### src/rtl/pipe_hazard_ctrl_if.sv
// Pipeline-side control bundle of the hazard controller: hazard inputs, stage
// enables/bubbles and the data-memory handshake.
interface pipe_hazard_ctrl_if;
    logic        start_i;
    logic [4:0]  IFID_RegRs_i;
    logic [4:0]  IFID_RegRt_i;
    logic        IDEX_MemRead_i;
    logic [4:0]  IDEX_RegRt_i;
    logic        Branch_taken_i;
    logic        EXMEM_MemRead_i;
    logic        EXMEM_MemWrite_i;
    logic        dmem_ack_i;
    logic        PC_Write_o;
    logic        IFID_Write_o;
    logic        IFID_Flush_o;
    logic        IDEX_Bubble_o;
    logic        EXMEM_Hold_o;
    logic        MEMWB_Bubble_o;
    logic        dmem_req_o;
    logic        dmem_we_o;
    logic        err_o;
    logic [15:0] stall_cnt_o;

    // controller side
    modport master (
        input  start_i, IFID_RegRs_i, IFID_RegRt_i, IDEX_MemRead_i, IDEX_RegRt_i,
               Branch_taken_i, EXMEM_MemRead_i, EXMEM_MemWrite_i, dmem_ack_i,
        output PC_Write_o, IFID_Write_o, IFID_Flush_o, IDEX_Bubble_o, EXMEM_Hold_o,
               MEMWB_Bubble_o, dmem_req_o, dmem_we_o, err_o, stall_cnt_o
    );

    // pipeline / memory side
    modport slave (
        output start_i, IFID_RegRs_i, IFID_RegRt_i, IDEX_MemRead_i, IDEX_RegRt_i,
               Branch_taken_i, EXMEM_MemRead_i, EXMEM_MemWrite_i, dmem_ack_i,
        input  PC_Write_o, IFID_Write_o, IFID_Flush_o, IDEX_Bubble_o, EXMEM_Hold_o,
               MEMWB_Bubble_o, dmem_req_o, dmem_we_o, err_o, stall_cnt_o
    );
endinterface

### src/rtl/pipe_hazard_ctrl.sv
// Stall/flush scheduler for the five-stage pipeline: memory-wait freeze,
// load-use bubble and branch flush, with a saturating stall counter.
module pipe_hazard_ctrl #(
    parameter int unsigned MEM_TIMEOUT = 16
) (
    input  logic                clk_i,
    input  logic                rst_i,
    pipe_hazard_ctrl_if.master  bus
);
    typedef enum logic [1:0] {
        S_IDLE     = 2'd0,
        S_RUN      = 2'd1,
        S_MEM_WAIT = 2'd2,
        S_ERR      = 2'd3
    } state_t;

    localparam logic [7:0] TIMEOUT_C = 8'(MEM_TIMEOUT);

    state_t      state_q, state_d;
    logic [7:0]  wait_cnt_q, wait_cnt_d;
    logic        we_q, we_d;
    logic [15:0] stall_cnt_q, stall_cnt_d;

    logic pc_write, ifid_write, ifid_flush, idex_bubble, exmem_hold, memwb_bubble;
    logic dmem_req, dmem_we, err, advance, mem_op, load_use;

    // Next-state and Mealy output decode; rst_i forces the frozen reset values.
    always_comb begin
        state_d      = state_q;
        wait_cnt_d   = wait_cnt_q;
        we_d         = we_q;
        stall_cnt_d  = stall_cnt_q;
        pc_write     = 1'b0;
        ifid_write   = 1'b0;
        ifid_flush   = 1'b0;
        idex_bubble  = 1'b0;
        exmem_hold   = 1'b1;
        memwb_bubble = 1'b0;
        dmem_req     = 1'b0;
        dmem_we      = 1'b0;
        err          = 1'b0;
        advance      = 1'b0;
        mem_op       = bus.EXMEM_MemRead_i | bus.EXMEM_MemWrite_i;
        load_use     = bus.IDEX_MemRead_i && (bus.IDEX_RegRt_i != 5'd0) &&
                       ((bus.IDEX_RegRt_i == bus.IFID_RegRs_i) ||
                        (bus.IDEX_RegRt_i == bus.IFID_RegRt_i));

        if (rst_i) begin
            state_d = S_IDLE;
        end else begin
            case (state_q)
                S_IDLE: begin
                    if (bus.start_i) begin
                        state_d = S_RUN;
                    end else begin
                        state_d = S_IDLE;
                    end
                end
                S_RUN: begin
                    if (mem_op) begin
                        dmem_req = 1'b1;
                        dmem_we  = bus.EXMEM_MemWrite_i;
                        if (bus.dmem_ack_i) begin
                            advance = 1'b1;
                        end else begin
                            memwb_bubble = 1'b1;
                            state_d      = S_MEM_WAIT;
                            wait_cnt_d   = 8'd1;
                            we_d         = bus.EXMEM_MemWrite_i;
                        end
                    end else begin
                        advance = 1'b1;
                    end
                end
                S_MEM_WAIT: begin
                    dmem_req = 1'b1;
                    dmem_we  = we_q;
                    if (bus.dmem_ack_i) begin
                        advance = 1'b1;
                        state_d = S_RUN;
                    end else if (wait_cnt_q >= TIMEOUT_C) begin
                        memwb_bubble = 1'b1;
                        state_d      = S_ERR;
                    end else begin
                        memwb_bubble = 1'b1;
                        wait_cnt_d   = wait_cnt_q + 8'd1;
                    end
                end
                S_ERR: begin
                    err          = 1'b1;
                    memwb_bubble = 1'b1;
                end
                default: begin
                    state_d = S_IDLE;
                end
            endcase

            // Load-use outranks the branch so a flush never meets a held IF/ID.
            if (advance) begin
                exmem_hold = 1'b0;
                if (load_use) begin
                    idex_bubble = 1'b1;
                end else begin
                    pc_write   = 1'b1;
                    ifid_write = 1'b1;
                    ifid_flush = bus.Branch_taken_i;
                end
            end else begin
                exmem_hold = 1'b1;
            end

            if ((state_q != S_IDLE) && !pc_write && (stall_cnt_q != 16'hFFFF)) begin
                stall_cnt_d = stall_cnt_q + 16'd1;
            end else begin
                stall_cnt_d = stall_cnt_q;
            end
        end
    end

    // State, wait counter, latched write qualifier and stall counter.
    always_ff @(posedge clk_i) begin
        if (rst_i) begin
            state_q     <= S_IDLE;
            wait_cnt_q  <= 8'd0;
            we_q        <= 1'b0;
            stall_cnt_q <= 16'd0;
        end else begin
            state_q     <= state_d;
            wait_cnt_q  <= wait_cnt_d;
            we_q        <= we_d;
            stall_cnt_q <= stall_cnt_d;
        end
    end

    assign bus.PC_Write_o     = pc_write;
    assign bus.IFID_Write_o   = ifid_write;
    assign bus.IFID_Flush_o   = ifid_flush;
    assign bus.IDEX_Bubble_o  = idex_bubble;
    assign bus.EXMEM_Hold_o   = exmem_hold;
    assign bus.MEMWB_Bubble_o = memwb_bubble;
    assign bus.dmem_req_o     = dmem_req;
    assign bus.dmem_we_o      = dmem_we;
    assign bus.err_o          = err;
    assign bus.stall_cnt_o    = rst_i ? 16'd0 : stall_cnt_q;
endmodule
### src/flat_wrapper.sv
// flat-port wrapper written by rule: the top's interface ports become plain ports
module pipe_hazard_ctrl_flat 
#(
    parameter int unsigned MEM_TIMEOUT = 16
)
  (clk_i, rst_i, bus_start_i, bus_IFID_RegRs_i, bus_IFID_RegRt_i, bus_IDEX_MemRead_i, bus_IDEX_RegRt_i, bus_Branch_taken_i, bus_EXMEM_MemRead_i, bus_EXMEM_MemWrite_i, bus_dmem_ack_i, bus_PC_Write_o, bus_IFID_Write_o, bus_IFID_Flush_o, bus_IDEX_Bubble_o, bus_EXMEM_Hold_o, bus_MEMWB_Bubble_o, bus_dmem_req_o, bus_dmem_we_o, bus_err_o, bus_stall_cnt_o);
  pipe_hazard_ctrl_if bus_i ();
  input  logic clk_i;
  input  logic rst_i;
  input wire logic [$bits(bus_i.start_i)-1:0] bus_start_i;
  input wire logic [$bits(bus_i.IFID_RegRs_i)-1:0] bus_IFID_RegRs_i;
  input wire logic [$bits(bus_i.IFID_RegRt_i)-1:0] bus_IFID_RegRt_i;
  input wire logic [$bits(bus_i.IDEX_MemRead_i)-1:0] bus_IDEX_MemRead_i;
  input wire logic [$bits(bus_i.IDEX_RegRt_i)-1:0] bus_IDEX_RegRt_i;
  input wire logic [$bits(bus_i.Branch_taken_i)-1:0] bus_Branch_taken_i;
  input wire logic [$bits(bus_i.EXMEM_MemRead_i)-1:0] bus_EXMEM_MemRead_i;
  input wire logic [$bits(bus_i.EXMEM_MemWrite_i)-1:0] bus_EXMEM_MemWrite_i;
  input wire logic [$bits(bus_i.dmem_ack_i)-1:0] bus_dmem_ack_i;
  output wire logic [$bits(bus_i.PC_Write_o)-1:0] bus_PC_Write_o;
  output wire logic [$bits(bus_i.IFID_Write_o)-1:0] bus_IFID_Write_o;
  output wire logic [$bits(bus_i.IFID_Flush_o)-1:0] bus_IFID_Flush_o;
  output wire logic [$bits(bus_i.IDEX_Bubble_o)-1:0] bus_IDEX_Bubble_o;
  output wire logic [$bits(bus_i.EXMEM_Hold_o)-1:0] bus_EXMEM_Hold_o;
  output wire logic [$bits(bus_i.MEMWB_Bubble_o)-1:0] bus_MEMWB_Bubble_o;
  output wire logic [$bits(bus_i.dmem_req_o)-1:0] bus_dmem_req_o;
  output wire logic [$bits(bus_i.dmem_we_o)-1:0] bus_dmem_we_o;
  output wire logic [$bits(bus_i.err_o)-1:0] bus_err_o;
  output wire logic [$bits(bus_i.stall_cnt_o)-1:0] bus_stall_cnt_o;
  assign bus_i.start_i = bus_start_i;
  assign bus_i.IFID_RegRs_i = bus_IFID_RegRs_i;
  assign bus_i.IFID_RegRt_i = bus_IFID_RegRt_i;
  assign bus_i.IDEX_MemRead_i = bus_IDEX_MemRead_i;
  assign bus_i.IDEX_RegRt_i = bus_IDEX_RegRt_i;
  assign bus_i.Branch_taken_i = bus_Branch_taken_i;
  assign bus_i.EXMEM_MemRead_i = bus_EXMEM_MemRead_i;
  assign bus_i.EXMEM_MemWrite_i = bus_EXMEM_MemWrite_i;
  assign bus_i.dmem_ack_i = bus_dmem_ack_i;
  assign bus_PC_Write_o = bus_i.PC_Write_o;
  assign bus_IFID_Write_o = bus_i.IFID_Write_o;
  assign bus_IFID_Flush_o = bus_i.IFID_Flush_o;
  assign bus_IDEX_Bubble_o = bus_i.IDEX_Bubble_o;
  assign bus_EXMEM_Hold_o = bus_i.EXMEM_Hold_o;
  assign bus_MEMWB_Bubble_o = bus_i.MEMWB_Bubble_o;
  assign bus_dmem_req_o = bus_i.dmem_req_o;
  assign bus_dmem_we_o = bus_i.dmem_we_o;
  assign bus_err_o = bus_i.err_o;
  assign bus_stall_cnt_o = bus_i.stall_cnt_o;
  pipe_hazard_ctrl #(.MEM_TIMEOUT(MEM_TIMEOUT)) u_core (.clk_i(clk_i), .rst_i(rst_i), .bus(bus_i));
endmodule
### config.mk
export PLATFORM = sky130hd
export DESIGN_NAME = pipe_hazard_ctrl_flat
export DESIGN_NICKNAME = d
export VERILOG_FILES = /design/src/rtl/pipe_hazard_ctrl_if.sv /design/src/rtl/pipe_hazard_ctrl.sv /design/src/flat_wrapper.sv
export SDC_FILE = /design/constraint.sdc
export NUM_CORES = 1
export LEC_CHECK = 0
export BUFFER_PORTS_ARGS = -buffer_cell sky130_fd_sc_hd__clkbuf_2
export CORE_ASPECT_RATIO = 0.9
export CORE_MARGIN = 2
export CORE_UTILIZATION = 50
export DETAILED_ROUTE_END_ITERATION = 8
export MAX_ROUTING_LAYER = met4
export PLACE_DENSITY = 0.72
export REMOVE_ABC_BUFFERS = 1
export SETUP_SLACK_MARGIN = 0.02
export SYNTH_ARGS = -nofsm -noshare
export SYNTH_HDL_FRONTEND = slang
export SYNTH_SLANG_ARGS = --single-unit
### constraint.sdc
create_clock -name clk_i -period 2.6 [get_ports clk_i]
set_input_delay 0 -clock clk_i [delete_from_list [all_inputs] [get_ports clk_i]]
set_output_delay 0 -clock clk_i [all_outputs]
set_load 0.05 [all_outputs]
==> results of run 1 <==
[placed cells by master (no fill, tap or decap), types with 2 or more instances in the layout]
| cell type | Yosys | layout |
|---|---|---|
| sky130_fd_sc_hd__o21ai_1 | 8 | 8 |
| sky130_fd_sc_hd__nor2b_1 | 18 | 18 |
| sky130_fd_sc_hd__nand2b_1 | 2 | 2 |
| sky130_fd_sc_hd__buf_4 | 3 | 3 |
| sky130_fd_sc_hd__nand4_1 | 3 | 3 |
| sky130_fd_sc_hd__xnor2_1 | 10 | 10 |
| sky130_fd_sc_hd__or4_1 | 2 | 2 |
| sky130_fd_sc_hd__nor4_1 | 2 | 2 |
| sky130_fd_sc_hd__o21ai_0 | 4 | 4 |
| sky130_fd_sc_hd__nand2_1 | 16 | 16 |
| sky130_fd_sc_hd__clkbuf_8 | 0 | 3 |
| sky130_fd_sc_hd__or3_1 | 2 | 2 |
| sky130_fd_sc_hd__nand3_1 | 8 | 8 |
| sky130_fd_sc_hd__clkbuf_2 | 0 | 47 |
| sky130_fd_sc_hd__inv_1 | 10 | 10 |
| sky130_fd_sc_hd__nor4b_2 | 3 | 3 |
| sky130_fd_sc_hd__a211oi_1 | 2 | 2 |
| sky130_fd_sc_hd__and3_1 | 4 | 4 |
| sky130_fd_sc_hd__a41oi_1 | 3 | 3 |
| sky130_fd_sc_hd__xor2_1 | 3 | 3 |
| sky130_fd_sc_hd__mux2_4 | 10 | 10 |
| sky130_fd_sc_hd__dfxtp_1 | 27 | 27 |
| sky130_fd_sc_hd__nor3_1 | 5 | 5 |
| sky130_fd_sc_hd__nor2_1 | 30 | 30 |
| sky130_fd_sc_hd__a21oi_1 | 8 | 8 |
| sky130_fd_sc_hd__and2_1 | 2 | 2 |
| sky130_fd_sc_hd__ha_1 | 8 | 8 |
[timing repair]
action,CTS,global route
endpoints found under the setup margin,0,0
resized for setup,0,0
endpoints found under the hold margin,1,0
hold buffers,1,0
[layer usage]
| layer | track usage [%] | vias to the layer above | share of wire [%] |
|---|---|---|---|
| li1 | - | 833 | - |
| met1 | 25.91 | 704 | 50 |
| met2 | 31.82 | 30 | 46 |
| met3 | 3.896 | 2 | 3.6 |
| met4 | 4.373 | 0 | 0.67 |
| met5 | - | - | 0 |
[path summary, 6_finish.rpt]
path                             from                endpoint  slack [ps]
setup / recovery    u_core.state_q[1]  u_core.stall_cnt_q[14]         320
hold / removal    bus_EXMEM_MemRead_i             u_core.we_q          70
setup reg to reg    u_core.state_q[1]  u_core.stall_cnt_q[14]         320
hold reg to reg           u_core.we_q             u_core.we_q         480
[final cells by class]
class	instances	area share (%)
Clock buffer	3	1.955
Clock inverter	1	0.3554
Inverter	10	1.777
Multi-Input combinational cell	169	55.04
Sequential cell	27	25.59
Tap cell	44	2.607
Timing Repair Buffer	51	12.68
[synthesized netlist by cell type, drive strengths merged, types with 5 or more instances]
cell type,instances
dfxtp,27
xnor2,10
ha,8
nor2b,18
inv,10
nand2,16
a21oi,9
mux2,12
nand3,8
clkbuf,6
nor2,31
nor3,5
o21ai,12
[kinds of logic (layout without fill, tap and decap cells)]
kind of cell	after synthesis	after routing	share of synthesized area [%]
xor gates and xnor gates	13	13	6.337
DFF	27	27	30.08
adders and majority gates	8	8	5.571
muxes	12	12	9.610
buffers and inverters	20	65	5.223
and+or+nand+nor	103	103	30.71
AOI/OAI and AO/OA	33	33	12.47
[sequential cells by signal, indices dropped and copies added, names as in the netlist]
name / count
u_core.stall_cnt_q: 16
u_core.state_q: 2
u_core.wait_cnt_q: 8
u_core.we_q: 1
[where the power goes]
part	switching (mW)	internal (mW)	leakage (nW)	total, mW
clock network	0.135	0.109	0.0217	0.244
registers	0.0116	0.424	0.218	0.436
logic	0.119	0.0697	0.628	0.189
[critical path, delay by kind of cell (launching register included)]
kind,cells,cell delay (ps)
flip-flops,1,350
buffers and inverters,2,190
AND/OR/NAND/NOR,1,150
adder cells (fa/ha/maj),1,320
AO/OA/AOI/OAI,3,840
multiplexers,1,320
[per-stage QoR]
stage               hold WS (ps)  util (%)  instances
global placement           289.4     60.33        300
detailed placement         286.8     60.33        300
global route               79.32     62.06        305
finish                     68.19     62.06        305
CTS                        65.37     62.06        305
floorplan                  69.07         -        206
==> results.yml, run 1 <==
floorplanning:
  core_area_mm2: 0.003403
  initial_core_util_pct: 52.79
  total_die_area_mm2: 0.004090
  pin_count: 48
  die_width_um: 67.19
  placement_rows: 20
  die-height_um: 60.87
synth:
  synth.area.top_cells: "sky130_fd_sc_hd__dfxtp_1 (30%), sky130_fd_sc_hd__mux2_4 (8.4%), sky130_fd_sc_hd__nor2_1 (6.3%)"
  ys.flop_type: "sky130_fd_sc_hd__dfxtp_1"
  yosysWarnings: 0
  synthesis.instances: 216
  async_reset_ff_share_pct: 0
  netlist.top_cell.by_area: "sky130_fd_sc_hd__dfxtp_1"
  sequential_cell_area_fraction_in_the_yosys_report_pct: 30.08
  synth_top_cell_area_share_pct: 30.08
  synth_edf_count: 0
  synth_area_per_cell_um2: 8.318
  netlist_area_mm2: 0.001797
  synth.distinct_cells: 43
  ys_seq_elements: 27
placement:
  placement.io_buffers: 47
  preCtsSetupSlack_ps: 355.5
  finalWeightedCongestion: 0.7819
  dpl_cell_area_mm2: 0.002053
  place_hpwl_mm: 2.673
global_routing:
  grt_pass1_wl_mm: 6.113
  grt_remaining_overflow: 0
  grt_pass1_vias: 1426
  grt_start_max_net_pins: 23
  grt.total_usage_pct: 19.81
  antenna_violations_before_repair: 0
final_layout:
  postLayoutCellArea_mm2: 0.002112
  final_layout_size_suffix_gt1_share_pct: 27.59
  num-nets-final: 293
  layout-area-overhead-vs-synth_pct: 17.55
  fillerInstances: 340
  diodes: 0
  regArea_um2: 540.5
  multi_input_comb_area_mm2: 0.001162
drt:
  drt_pass1_iterations: 4
  routed_wirelength_mm: 3.456
  via_count: 1569
  initialDrtViolationCount: 41
  detail-route-antenna-nets: 0
  viasPerCell: 5.144
  drcViolationCount: 0
  detail_routed_net_length_per_standard_cell_um: 11.33
sta:
  setup_tns_ps: 0
  timing.final.hold_violations: 0
  fin_skew_ps: 3.970
  slew_worst_pin_ps: 565.9
  final_critical_path_setup_slack_ps: 319.0
  remaining_max_slew_budget_at_the_tightest_pin_pct: 62.19
  finalMaxSlewViolations: 0
  period_share_pct: 87.73
  fmax_mhz: 438.4
  setup_violations: 0
  rsz0062_at_grt: "false"
  finalCriticalPeriod_ps: 2281
min_path:
  worst_hold_path_type: "in -> reg"
  cell_depth_of_the_worst_min_delay_path: 4
critical_path:
  worst-endpoint-arrival_ps: 2450
  stage_delay_of_the_slowest_cell_on_the_critical_path_ps: 470
  end_kind: "flip-flop"
  critPathSlowestCell: "sky130_fd_sc_hd__a21oi_4"
  critPathMostFrequentCell: "sky130_fd_sc_hd__inv_1"
  worstSetupStartpointType: "flip-flop"
  crit_path_cell_trace: "inv_1 -> ha_1 -> inv_1 -> o21ai_1 -> a21oi_1 -> a21oi_4 -> nor3_1 -> mux2_4"
  cp_max_fo: 21
  reg2regPathDepth: 8
  crit_type: "reg -> reg"
  cp_data_required_time_ps: 2770
clocking:
  clk_pin_slew_worst_paths_ps: 100
  tritoncts: "yes"
  postCtsSetupRepairBufs: 0
  cts_max_level: 1
  clock_insertion_delay_worst_skew_ps: 270
  ctsLongestPathBuffers: 2
  clock_sink_count: 27
  clk_root_buffer_cell: "sky130_fd_sc_hd__clkbuf_8"
  cts-buffers-inserted: 3
run:
  cap_viol_max_count: 0
power_and_ir_drop:
  power.density_cell_area_mw_per_mm2: 411.1
  vdd_ir_drop_max_mv: 0.4048
  p_leak_nw: 0.8677
  tot_pwr_uw: 868.2
run_status:
  outcome: "complete, no violations"
Note: power is estimated with default switching activity, not from simulation.
==> run 2: changes to the inputs <==
--- a/config.mk
+++ b/config.mk
@@ -11,7 +11,7 @@
 export CORE_UTILIZATION = 50
 export DETAILED_ROUTE_END_ITERATION = 8
 export MAX_ROUTING_LAYER = met4
-export PLACE_DENSITY = 0.72
+export PLACE_DENSITY = 0.76
 export REMOVE_ABC_BUFFERS = 1
 export SETUP_SLACK_MARGIN = 0.02
 export SYNTH_ARGS = -nofsm -noshare
==> run 2 against run 1 <==
Against the previous run:
- largest power group unchanged
- clock skew grew 3.9 ps
- combinational power is essentially flat
- cell count unchanged
- sequential power is essentially flat
- critical endpoint is now u_core.stall_cnt_q[12]
- total power decreased by 0.46%
- critical path depth did not move
- highest routed layer unchanged
- via count is 1.8% higher
- worst hold slack better by 10 ps
==> results.yml, run 2 (synthesis gave the netlist of run 1 again) <==
power_and_ir_drop:
  share_clk_of_total_power_pct: 27.5
  p_leak_nw: 0.8715
  internal_power_uw: 601.2
  switchingPower_uw: 263.1
  swShare_pct: 30.44
  tot_pwr_uw: 864.2
  vdd_ir_drop_max_mv: 0.2806
  power.density_cell_area_mw_per_mm2: 409.7
  seq_power_share_pct: 50.4
  combPwrFrac_pct: 22.1
floorplanning:
  die-height_um: 60.87
  initial_core_util_pct: 52.79
  die_width_um: 67.19
  placement_rows: 20
  core_area_mm2: 0.003403
  pin_count: 48
  total_die_area_mm2: 0.004090
placement:
  finalWeightedCongestion: 0.7945
  placement.io_buffers: 47
  dpl_cell_area_mm2: 0.002053
  place_hpwl_mm: 2.858
  preCtsSetupSlack_ps: 377.6
global_routing:
  grt_remaining_overflow: 0
  grt.total_usage_pct: 20.80
  grt_pass1_wl_mm: 6.389
  grt_start_max_net_pins: 25
  grt_pass1_vias: 1591
  antenna_violations_before_repair: 0
sta:
  final_critical_path_setup_slack_ps: 331.6
  setup_violations: 0
  rsz0062_at_grt: "false"
  finalMaxSlewViolations: 0
  timing.final.hold_violations: 0
  setup_tns_ps: 0
  finalCriticalPeriod_ps: 2268
  remaining_max_slew_budget_at_the_tightest_pin_pct: 62.22
  fin_skew_ps: 7.828
  fmax_mhz: 440.8
  period_share_pct: 87.25
  slew_worst_pin_ps: 565.5
clocking:
  postCtsSetupRepairBufs: 0
  clk_root_buffer_cell: "sky130_fd_sc_hd__clkbuf_8"
  ctsLongestPathBuffers: 2
  clk_pin_slew_worst_paths_ps: 90
  cts-buffers-inserted: 3
  cts_max_level: 1
  clock_insertion_delay_worst_skew_ps: 270
  tritoncts: "yes"
  clock_sink_count: 27
critical_path:
  setup.reg_to_reg.worst_slack_ps: 330
  critPathBufInv: 1
  rr_endpoint: "u_core.stall_cnt_q[12]"
  cp_max_fo: 21
  worst_path_dominant_cell_family: "compound AO/OA/AOI/OAI gates"
  worst-endpoint-arrival_ps: 2430
  worst_r2r_startpoint: "u_core.state_q[0]"
  critPathMostFrequentCell: "sky130_fd_sc_hd__o21ai_1"
  reg2regPathDepth: 8
  stage_delay_of_the_slowest_cell_on_the_critical_path_ps: 400
  worstSetupStartpointType: "flip-flop"
  critPathSlowestCell: "sky130_fd_sc_hd__dfxtp_1"
  crit_type: "reg -> reg"
  cp_data_required_time_ps: 2760
  end_kind: "flip-flop"
  crit_path_cell_trace: "inv_1 -> ha_1 -> o21ai_1 -> o21ai_1 -> a21oi_1 -> a21oi_4 -> a2111oi_2 -> mux2_1"
drt:
  initialDrtViolationCount: 68
  via_count: 1597
  detail_routed_net_length_per_standard_cell_um: 11.86
  drcViolationCount: 0
  viasPerCell: 5.236
  routed_wirelength_mm: 3.617
  drt_pass1_iterations: 6
  detail-route-antenna-nets: 0
final_layout:
  diodes: 0
  reg.largest.list: "u_core.stall_cnt_q x16, u_core.wait_cnt_q x8, u_core.state_q x2"
  max_flop_register: "u_core.stall_cnt_q"
  num-nets-final: 293
  mostFrequentLayoutCell: "sky130_fd_sc_hd__clkbuf_2"
  layout-area-overhead-vs-synth_pct: 17.41
  postLayoutCellArea_mm2: 0.002110
  final_layout_size_suffix_gt1_share_pct: 27.59
  layout_common_cells: "sky130_fd_sc_hd__clkbuf_2 (47), sky130_fd_sc_hd__nor2_1 (30), sky130_fd_sc_hd__dfxtp_1 (27)"
  largest_reg_flops: 16
min_path:
  worst_hold_path_type: "in -> reg"
  hold_startpoint: "bus_dmem_ack_i"
  cell_depth_of_the_worst_min_delay_path: 3
  worstHoldEndpoint: "u_core.we_q"
run_status:
  outcome: "complete, no violations"
run:
  cap_viol_max_count: 0
==> run 2: cell count changes in the layout (fill, tap and decap cells not counted), sizes merged <==
cell,delta
clkinv,+1
clkinvlp,-1
==> run 2: worst max-delay path by stage <==
stage	startpoint	end	slack (ps)	cells past startpoint
floorplan	u_core.state_q[1]	bus_IFID_Flush_o	-900	7
global placement	u_core.state_q[0]	u_core.stall_cnt_q[12]	430	8
detailed placement	u_core.state_q[0]	u_core.stall_cnt_q[12]	380	8
CTS	u_core.state_q[0]	u_core.stall_cnt_q[12]	340	8
global route	u_core.state_q[1]	u_core.stall_cnt_q[14]	130	8
finish	u_core.state_q[0]	u_core.stall_cnt_q[12]	330	8
==> run 2: cell type report <==
| class | instances | area [um^2] |
|---|---|---|
| clock inverters | 1 | 5.005 |
| repair buffers | 51 | 267.8 |
| inverters | 10 | 37.54 |
| multi-input cells | 169 | 1162 |
| clock buffers | 3 | 41.29 |
| fillers | 330 | 1294 |
| flip-flops and latches | 27 | 540.5 |
| well taps | 44 | 55.05 |
==> run 2: per-layer routing <==
metal	vias up	global-route usage [%]	wire, um
met1	734	24.04	1741
li1	834	-	-
met5	-	-	0
met2	24	35.64	1719
met4	0	8.163	42
met3	5	4.082	113
==> run 2: timing repair <==
action,in CTS,in global routing
hold buffers,1,0
resized for setup,0,0
endpoints found under the hold margin,1,0
==> run 2: metrics by stage <==
stage	hold WS [ps]	utilization [%]	instances
finish	78.19	61.99	305
global route	77.85	61.99	305
CTS	69.86	61.99	305
detailed placement	297.8	60.33	300
global placement	291.8	60.33	300
floorplan	69.07	-	206
==> run 2: tightest hold or removal path: cells and delay by family <==
| kind | cells | cell delay, ps |
|---|---|---|
| AND/OR/NAND/NOR | 1 | 120 |
| buffers and inverters | 1 | 130 |
| AO/OA/AOI/OAI | 1 | 60 |
==> run 2: power by group through the flow <==
stage | logic, mW | clock network (mW) | registers (mW)
after detailed placement | 0.189 | 0 | 0.445
after floorplan | 0.128 | 0 | 0.442
final | 0.191 | 0.238 | 0.436
after global routing | 0.214 | 0.268 | 0.438
after global placement | 0.186 | 0 | 0.445
after CTS | 0.191 | 0.247 | 0.436
